<file path="src/rtl/pwm_audio_pkg.sv">
// Shared types and helpers for the PWM audio players.
// Samples are handled MSB-aligned in MAX_SAMPLE_W bits, so one helper covers every sample width.
package pwm_audio_pkg;

  localparam int MAX_SAMPLE_W = 16;

  typedef enum logic [1:0] {
    ST_IDLE   = 2'd0,
    ST_PLAY   = 2'd1,
    ST_STARVE = 2'd2
  } play_state_e;

  // Midscale (2^(W-1)) in MSB-aligned form for any sample width up to MAX_SAMPLE_W.
  localparam logic [MAX_SAMPLE_W-1:0] MIDSCALE_MSB = {1'b1, {(MAX_SAMPLE_W-1){1'b0}}};

  // Expects an MSB-aligned sample. Signed input becomes offset binary by flipping its MSB.
  function automatic logic [MAX_SAMPLE_W-1:0] to_duty(input logic [MAX_SAMPLE_W-1:0] sample,
                                                      input logic                    signed_in);
    logic [MAX_SAMPLE_W-1:0] d;
    d = sample;
    if (signed_in) d[MAX_SAMPLE_W-1] = ~sample[MAX_SAMPLE_W-1];
    return d;
  endfunction

endpackage

</file>
<file path="src/rtl/pwm_timebase.sv">
// PWM period timebase: a prescaler feeding a SAMPLE_W-bit period counter.
// period_end marks the final clock of each 2^SAMPLE_W * PRESCALE period.
module pwm_timebase #(
  parameter int SAMPLE_W = 8,
  parameter int PRESCALE = 1
) (
  input  logic                clk,
  input  logic                rstn,
  input  logic                clr,
  input  logic                run,
  output logic [SAMPLE_W-1:0] count,
  output logic                period_end
);

  localparam int PRE_W = (PRESCALE > 1) ? $clog2(PRESCALE) : 1;
  localparam logic [PRE_W-1:0] PRE_LAST = PRE_W'(PRESCALE - 1);

  logic [PRE_W-1:0] pre_cnt;
  logic             pre_wrap;

  assign pre_wrap   = (pre_cnt == PRE_LAST);
  assign period_end = pre_wrap && (count == '1);

  always_ff @(posedge clk) begin
    if (!rstn || clr) begin
      pre_cnt <= '0;
      count   <= '0;
    end else if (run) begin
      if (pre_wrap) begin
        pre_cnt <= '0;
        count   <= count + SAMPLE_W'(1);
      end else begin
        pre_cnt <= pre_cnt + PRE_W'(1);
      end
    end
  end

endmodule

</file>
<file path="src/rtl/pwm_stream_player.sv">
// Double-buffered PWM sample player: packed words in over valid/ready, one sample per PWM period.
// Underruns play midscale until the next word arrives at a period boundary.
//
// state     | meaning
// ----------+------------------------------------------------------------
// ST_IDLE   | counters held at 0, pwm_o low, waiting for aud_en && pend_full
// ST_PLAY   | playing active[idx]; reloads from pending at word end
// ST_STARVE | no word available, midscale duty until pending fills
module pwm_stream_player
  import pwm_audio_pkg::*;
#(
  parameter int SAMPLE_W         = 8,
  parameter int SAMPLES_PER_WORD = 4,
  parameter int DATA_W           = SAMPLE_W * SAMPLES_PER_WORD,
  parameter int PRESCALE         = 1,
  parameter int SIGNED_IN        = 0
) (
  input  logic              clk,
  input  logic              rstn,
  input  logic              aud_en,
  input  logic [DATA_W-1:0] data_i,
  input  logic              valid_i,
  output logic              ready_o,
  output logic              pwm_o,
  output logic              busy_o,
  output logic              underrun_o
);

  localparam int IDX_W  = (SAMPLES_PER_WORD > 1) ? $clog2(SAMPLES_PER_WORD) : 1;
  localparam int ALIGN  = MAX_SAMPLE_W - SAMPLE_W;
  localparam logic [IDX_W-1:0] IDX_LAST = IDX_W'(SAMPLES_PER_WORD - 1);

  play_state_e             state;
  logic [DATA_W-1:0]       pend_word;
  logic [DATA_W-1:0]       active_word;
  logic                    pend_full;
  logic [IDX_W-1:0]        idx;
  logic [SAMPLE_W-1:0]     count;
  logic                    period_end;
  logic [SAMPLE_W-1:0]     sample;
  logic [MAX_SAMPLE_W-1:0] duty_al;
  logic [MAX_SAMPLE_W-1:0] cmp_duty;
  logic [MAX_SAMPLE_W-1:0] count_al;
  logic                    accept;
  logic                    tb_clr;

  assign ready_o = !pend_full;
  assign busy_o  = (state != ST_IDLE);
  assign accept  = valid_i && ready_o;
  assign tb_clr  = !aud_en || (state == ST_IDLE);

  pwm_timebase #(
    .SAMPLE_W (SAMPLE_W),
    .PRESCALE (PRESCALE)
  ) u_timebase (
    .clk        (clk),
    .rstn       (rstn),
    .clr        (tb_clr),
    .run        (!tb_clr),
    .count      (count),
    .period_end (period_end)
  );

  always_comb begin
    sample = '0;
    for (int k = 0; k < SAMPLES_PER_WORD; k++) begin
      if (idx == IDX_W'(k)) sample = active_word[DATA_W-1-k*SAMPLE_W -: SAMPLE_W];
    end
  end

  // Compare is done MSB-aligned; the zero low bits on both sides leave the ordering unchanged.
  assign duty_al  = to_duty(MAX_SAMPLE_W'(sample) << ALIGN, SIGNED_IN != 0);
  assign cmp_duty = (state == ST_STARVE) ? MIDSCALE_MSB : duty_al;
  assign count_al = MAX_SAMPLE_W'(count) << ALIGN;

  always_ff @(posedge clk) begin
    if (!rstn) begin
      state       <= ST_IDLE;
      pend_word   <= '0;
      active_word <= '0;
      pend_full   <= 1'b0;
      idx         <= '0;
      pwm_o       <= 1'b0;
      underrun_o  <= 1'b0;
    end else begin
      underrun_o <= 1'b0;
      if (accept) begin
        pend_word <= data_i;
        pend_full <= 1'b1;
      end
      if (!aud_en) begin
        state <= ST_IDLE;
        idx   <= '0;
        pwm_o <= 1'b0;
      end else begin
        pwm_o <= (state != ST_IDLE) && (count_al < cmp_duty);
        case (state)
          ST_IDLE: begin
            if (pend_full) begin
              active_word <= pend_word;
              idx         <= '0;
              pend_full   <= 1'b0;
              state       <= ST_PLAY;
            end
          end
          ST_PLAY: begin
            if (period_end) begin
              if (idx != IDX_LAST) begin
                idx <= idx + IDX_W'(1);
              end else if (pend_full) begin
                active_word <= pend_word;
                idx         <= '0;
                pend_full   <= 1'b0;
              end else begin
                state      <= ST_STARVE;
                underrun_o <= 1'b1;
              end
            end
          end
          ST_STARVE: begin
            if (period_end && pend_full) begin
              active_word <= pend_word;
              idx         <= '0;
              pend_full   <= 1'b0;
              state       <= ST_PLAY;
            end
          end
          default: state <= ST_IDLE;
        endcase
      end
    end
  end

endmodule

</file>
<file path="config.mk">
export PLATFORM = sky130hd
export DESIGN_NAME = pwm_stream_player
export DESIGN_NICKNAME = d
export VERILOG_FILES = /design/src/rtl/pwm_audio_pkg.sv /design/src/rtl/pwm_timebase.sv /design/src/rtl/pwm_stream_player.sv
export SDC_FILE = /design/constraint.sdc
export NUM_CORES = 1
export LEC_CHECK = 0
export CORE_UTILIZATION = 47
export DETAILED_ROUTE_END_ITERATION = 10
export PLACE_DENSITY = 0.68
export RECOVER_POWER = 100
export SLEW_MARGIN = 25
export SYNTH_ARGS = -nofsm -noshare
export SYNTH_HDL_FRONTEND = slang
export SYNTH_HIERARCHICAL = 1
export SYNTH_SLANG_ARGS = --single-unit
</file>
<file path="constraint.sdc">
create_clock -name clk -period 5.3 [get_ports clk]
set_clock_uncertainty 0.2 [all_clocks]
set_input_delay 0.53 -clock clk [delete_from_list [all_inputs] [get_ports clk]]
set_output_delay 0.53 -clock clk [all_outputs]
set_load 0.02 [all_outputs]
</file>
==> reports/metrics.yaml <==
setup_path:
  cp_top_family: "buffers and inverters"
  cp.required_ns: 5.37
  worst-path-max-fanout: 69
  cp-startpoint: "rstn"
  path_cells: "dlygate4sd3_1 > clkbuf_1 > nand2b_1 > a21oi_1"
  criticalPathCategory: "in2reg"
  max_stage_delay_ns: 1.59
  worstPathArrival_ns: 3.52
  crit_end: "u_timebase/count[7]$_SDFFE_PP0P_"
  end_kind: "register"
  critPathBufInv: 2
  rr_endpoint: "active_word[26]$_SDFFE_PN0P_"
  rr_startpoint: "u_timebase/count[0]$_SDFFE_PP0P_"
  start_kind: "input port"
  regToRegSetupSlack_ns: 2.27
  cpMaxStageDelayCell: "clkbuf_1"
  cp.depth: 4
  worstRegToRegCells: 8
logic_synthesis:
  syn-num-nets: 475
  synthDistinctLibCells: 42
  synth_edf_count: 0
  ys_seq_area_share_pct: 42.5
  async_reset_ff_share_pct: 0
  yosysWarnings: 6
  syn-cell-area_um2: 3720
  synthCells: 423
  synth-seq-cells: 79
  yosys_most_used_dff: "dfxtp_1"
  syn_avg_cell_area_um2: 8.80
cts:
  cts_buffers: 9
  path_clk_slew_ns: 0.08
  clk_latency_ns: 0.35
  clockRootBuffer: "clkbuf_8"
  cts_resized: 0
  clockBufferDepth: 2
  cts_tree: "done"
  clock_sinks: 79
  postCtsSetupBuffers: 0
  ctsHoldBuffers: 0
  ctsHtreeMaxLevel: 3
sta:
  setup_slack_ns: 1.85
  setup_violations: 0
  slew_headroom_pct: -49.6
  clock.fmax_mhz: 290
  tns_ns: 0
  finalHoldViolations: 0
  worst_pin_slew_ns: 2.24
  final-max-slew-violation-count: 70
  period_share_pct: 65.1
  min_period_ns: 3.45
  whs_ns: 0.277
  rsz0062_at_grt: "false"
route:
  drcViolationCount: 0
  wl_per_cell_um: 13.3
  via_per_inst: 5.12
  first_pass_iters: 4
  wl_mm: 7.41
  initialDrtViolationCount: 105
  ant_nets: 0
  vias: 2850
run:
  max_cap_viol_count: 1
final_layout:
  finish.cell_count_without_fillers: 557
  drive_above_1_share_pct: 6.59
  nFillCells: 726
  regArea_um2: 1580
  layout_common_cells: "nand2_1 (94), dfxtp_1 (79), nor2b_1 (35)"
  area_growth_pct: 16.3
  mostFrequentLayoutCell: "nand2_1"
  num-nets-final: 503
  diodes: 0
  multi_input_area_um2: 1980
  design_area_um2: 4330
grt:
  grt_pass1_wl_mm: 12.9
  grt_max_degree: 70
  met2_usage_pct: 29.6
  overflow: 0
  met1_usage_pct: 27.8
  grt_use_met3_pct: 3.60
  grt_antenna_before_repair: 0
  grt_pass1_vias: 2638
  grt_usage_pct: 19.8
  busiest_layer: "met2"
floorplanning:
  row_count: 32
  fp.dieH_um: 91.0
  die_area_um2: 8280
  start_util_pct: 48.4
  ios: 40
  core_area_um2: 7690
  die_w_um: 91.0
power_and_ir_drop:
  seq_power_share_pct: 53.5
  leakagePower_nw: 1.54
  irDropWorstVdd_mv: 0.129
  clkPwrFrac_pct: 36.7
  p_switching_mw: 0.283
  power_density_nw_per_um2: 271
  intPower_mw: 0.890
  switching_share_pct: 24.1
  power_frac_comb_pct: 9.8
hold_path:
  holdCritPathClass: "reg2reg"
placement:
  dp_slack_ns: 2.39
  hpwl_mm: 5.20
  place.gp.congestion: 0.872
  place_area_um2: 4150
  io_buffers: 39
  placed_cells: 542
status:
  violations: "max-capacitance violations, max-slew violations"
  outcome: "finished with violations"
[tightest hold or removal path, cell delays in order, from the launching register on]
cell and delay [ns]:
dfxtp_1 0.32, nand2_1 0.05, a21boi_0 0.06
[how the worst min path moves through the flow]
stage,start,end,cells after the start
global placement,pend_word[1]$_SDFFE_PN0P_,pend_word[1]$_SDFFE_PN0P_,2
floorplan,pend_word[10]$_SDFFE_PN0P_,pend_word[10]$_SDFFE_PN0P_,2
finish,pend_word[4]$_SDFFE_PN0P_,pend_word[4]$_SDFFE_PN0P_,2
CTS,pend_word[7]$_SDFFE_PN0P_,pend_word[7]$_SDFFE_PN0P_,2
detailed placement,pend_word[7]$_SDFFE_PN0P_,pend_word[7]$_SDFFE_PN0P_,2
global route,pend_word[30]$_SDFFE_PN0P_,pend_word[30]$_SDFFE_PN0P_,2
[stage by stage]
stage	utilization, %	total power, mW
global placement	53.9	0.754
finish	56.3	1.17
global route	56.3	1.22
CTS	56.4	1.18
floorplan	-	0.712
detailed placement	54.0	0.757
[registers in the layout, indices dropped and copies added, names as in the netlist]
register / cells
active_word: 32
idx: 2
pend_full: 1
pend_word: 32
pwm_o: 1
state: 2
u_timebase/count: 8
underrun_o: 1
[cell type report]
cell class	count	area share (%)
sequential	79	36.5
clock inverter	5	1.36
timing repair buffer	42	9.45
multi-input combinational	308	45.8
tap	102	2.95
inverter	11	0.953
clock buffer	10	2.95
[synthesized netlist by cell type, drive strengths merged (3+ instances only)]
cell type / n / area [µm²]
nand2: 95 / 357
dfxtp: 79 / 1580
nor2b: 36 / 225
a21boi: 35 / 263
mux2i: 33 / 330
clkbuf: 20 / 75.1
a21oi: 19 / 95.1
ha: 16 / 200
nor2: 16 / 60.1
o21ai: 12 / 60.1
inv: 11 / 41.3
mux2: 6 / 67.6
buf: 5 / 46.3
nand2b: 4 / 27.5
nand3: 4 / 25.0
nand4: 3 / 18.8
nor3: 3 / 15.0
xor2: 3 / 26.3
[logic make-up (layout without fill, tap and decap cells)]
logic type / after synthesis / in the layout / synth area share [%]
and+or+nand+nor: 170 / 170 / 21.4
AOI/OAI and AO/OA: 79 / 79 / 14.7
DFF: 79 / 79 / 42.5
muxes: 39 / 39 / 10.7
buffers and inverters: 36 / 68 / 4.37
adders and majority gates: 16 / 16 / 5.38
xor gates and xnor gates: 4 / 4 / 0.941
[power by group through the flow]
stage	Combinational, mW	Sequential (mW)	Clock [mW]
global placement	0.114	0.641	0
floorplan	0.0767	0.635	0
global route	0.129	0.630	0.464
CTS	0.116	0.627	0.441
detailed placement	0.116	0.641	0
finish	0.115	0.627	0.431
[per-layer routing]
layer | part of all wire (%) | wire [µm] | up-vias
met3 | 3.7 | 274 | 11
met4 | 1.8 | 130 | 0
met1 | 50 | 3720 | 1308
met5 | 0 | 0 | -
met2 | 44 | 3290 | 55
li1 | - | - | 1476
Power figures use the tool's default switching activity.
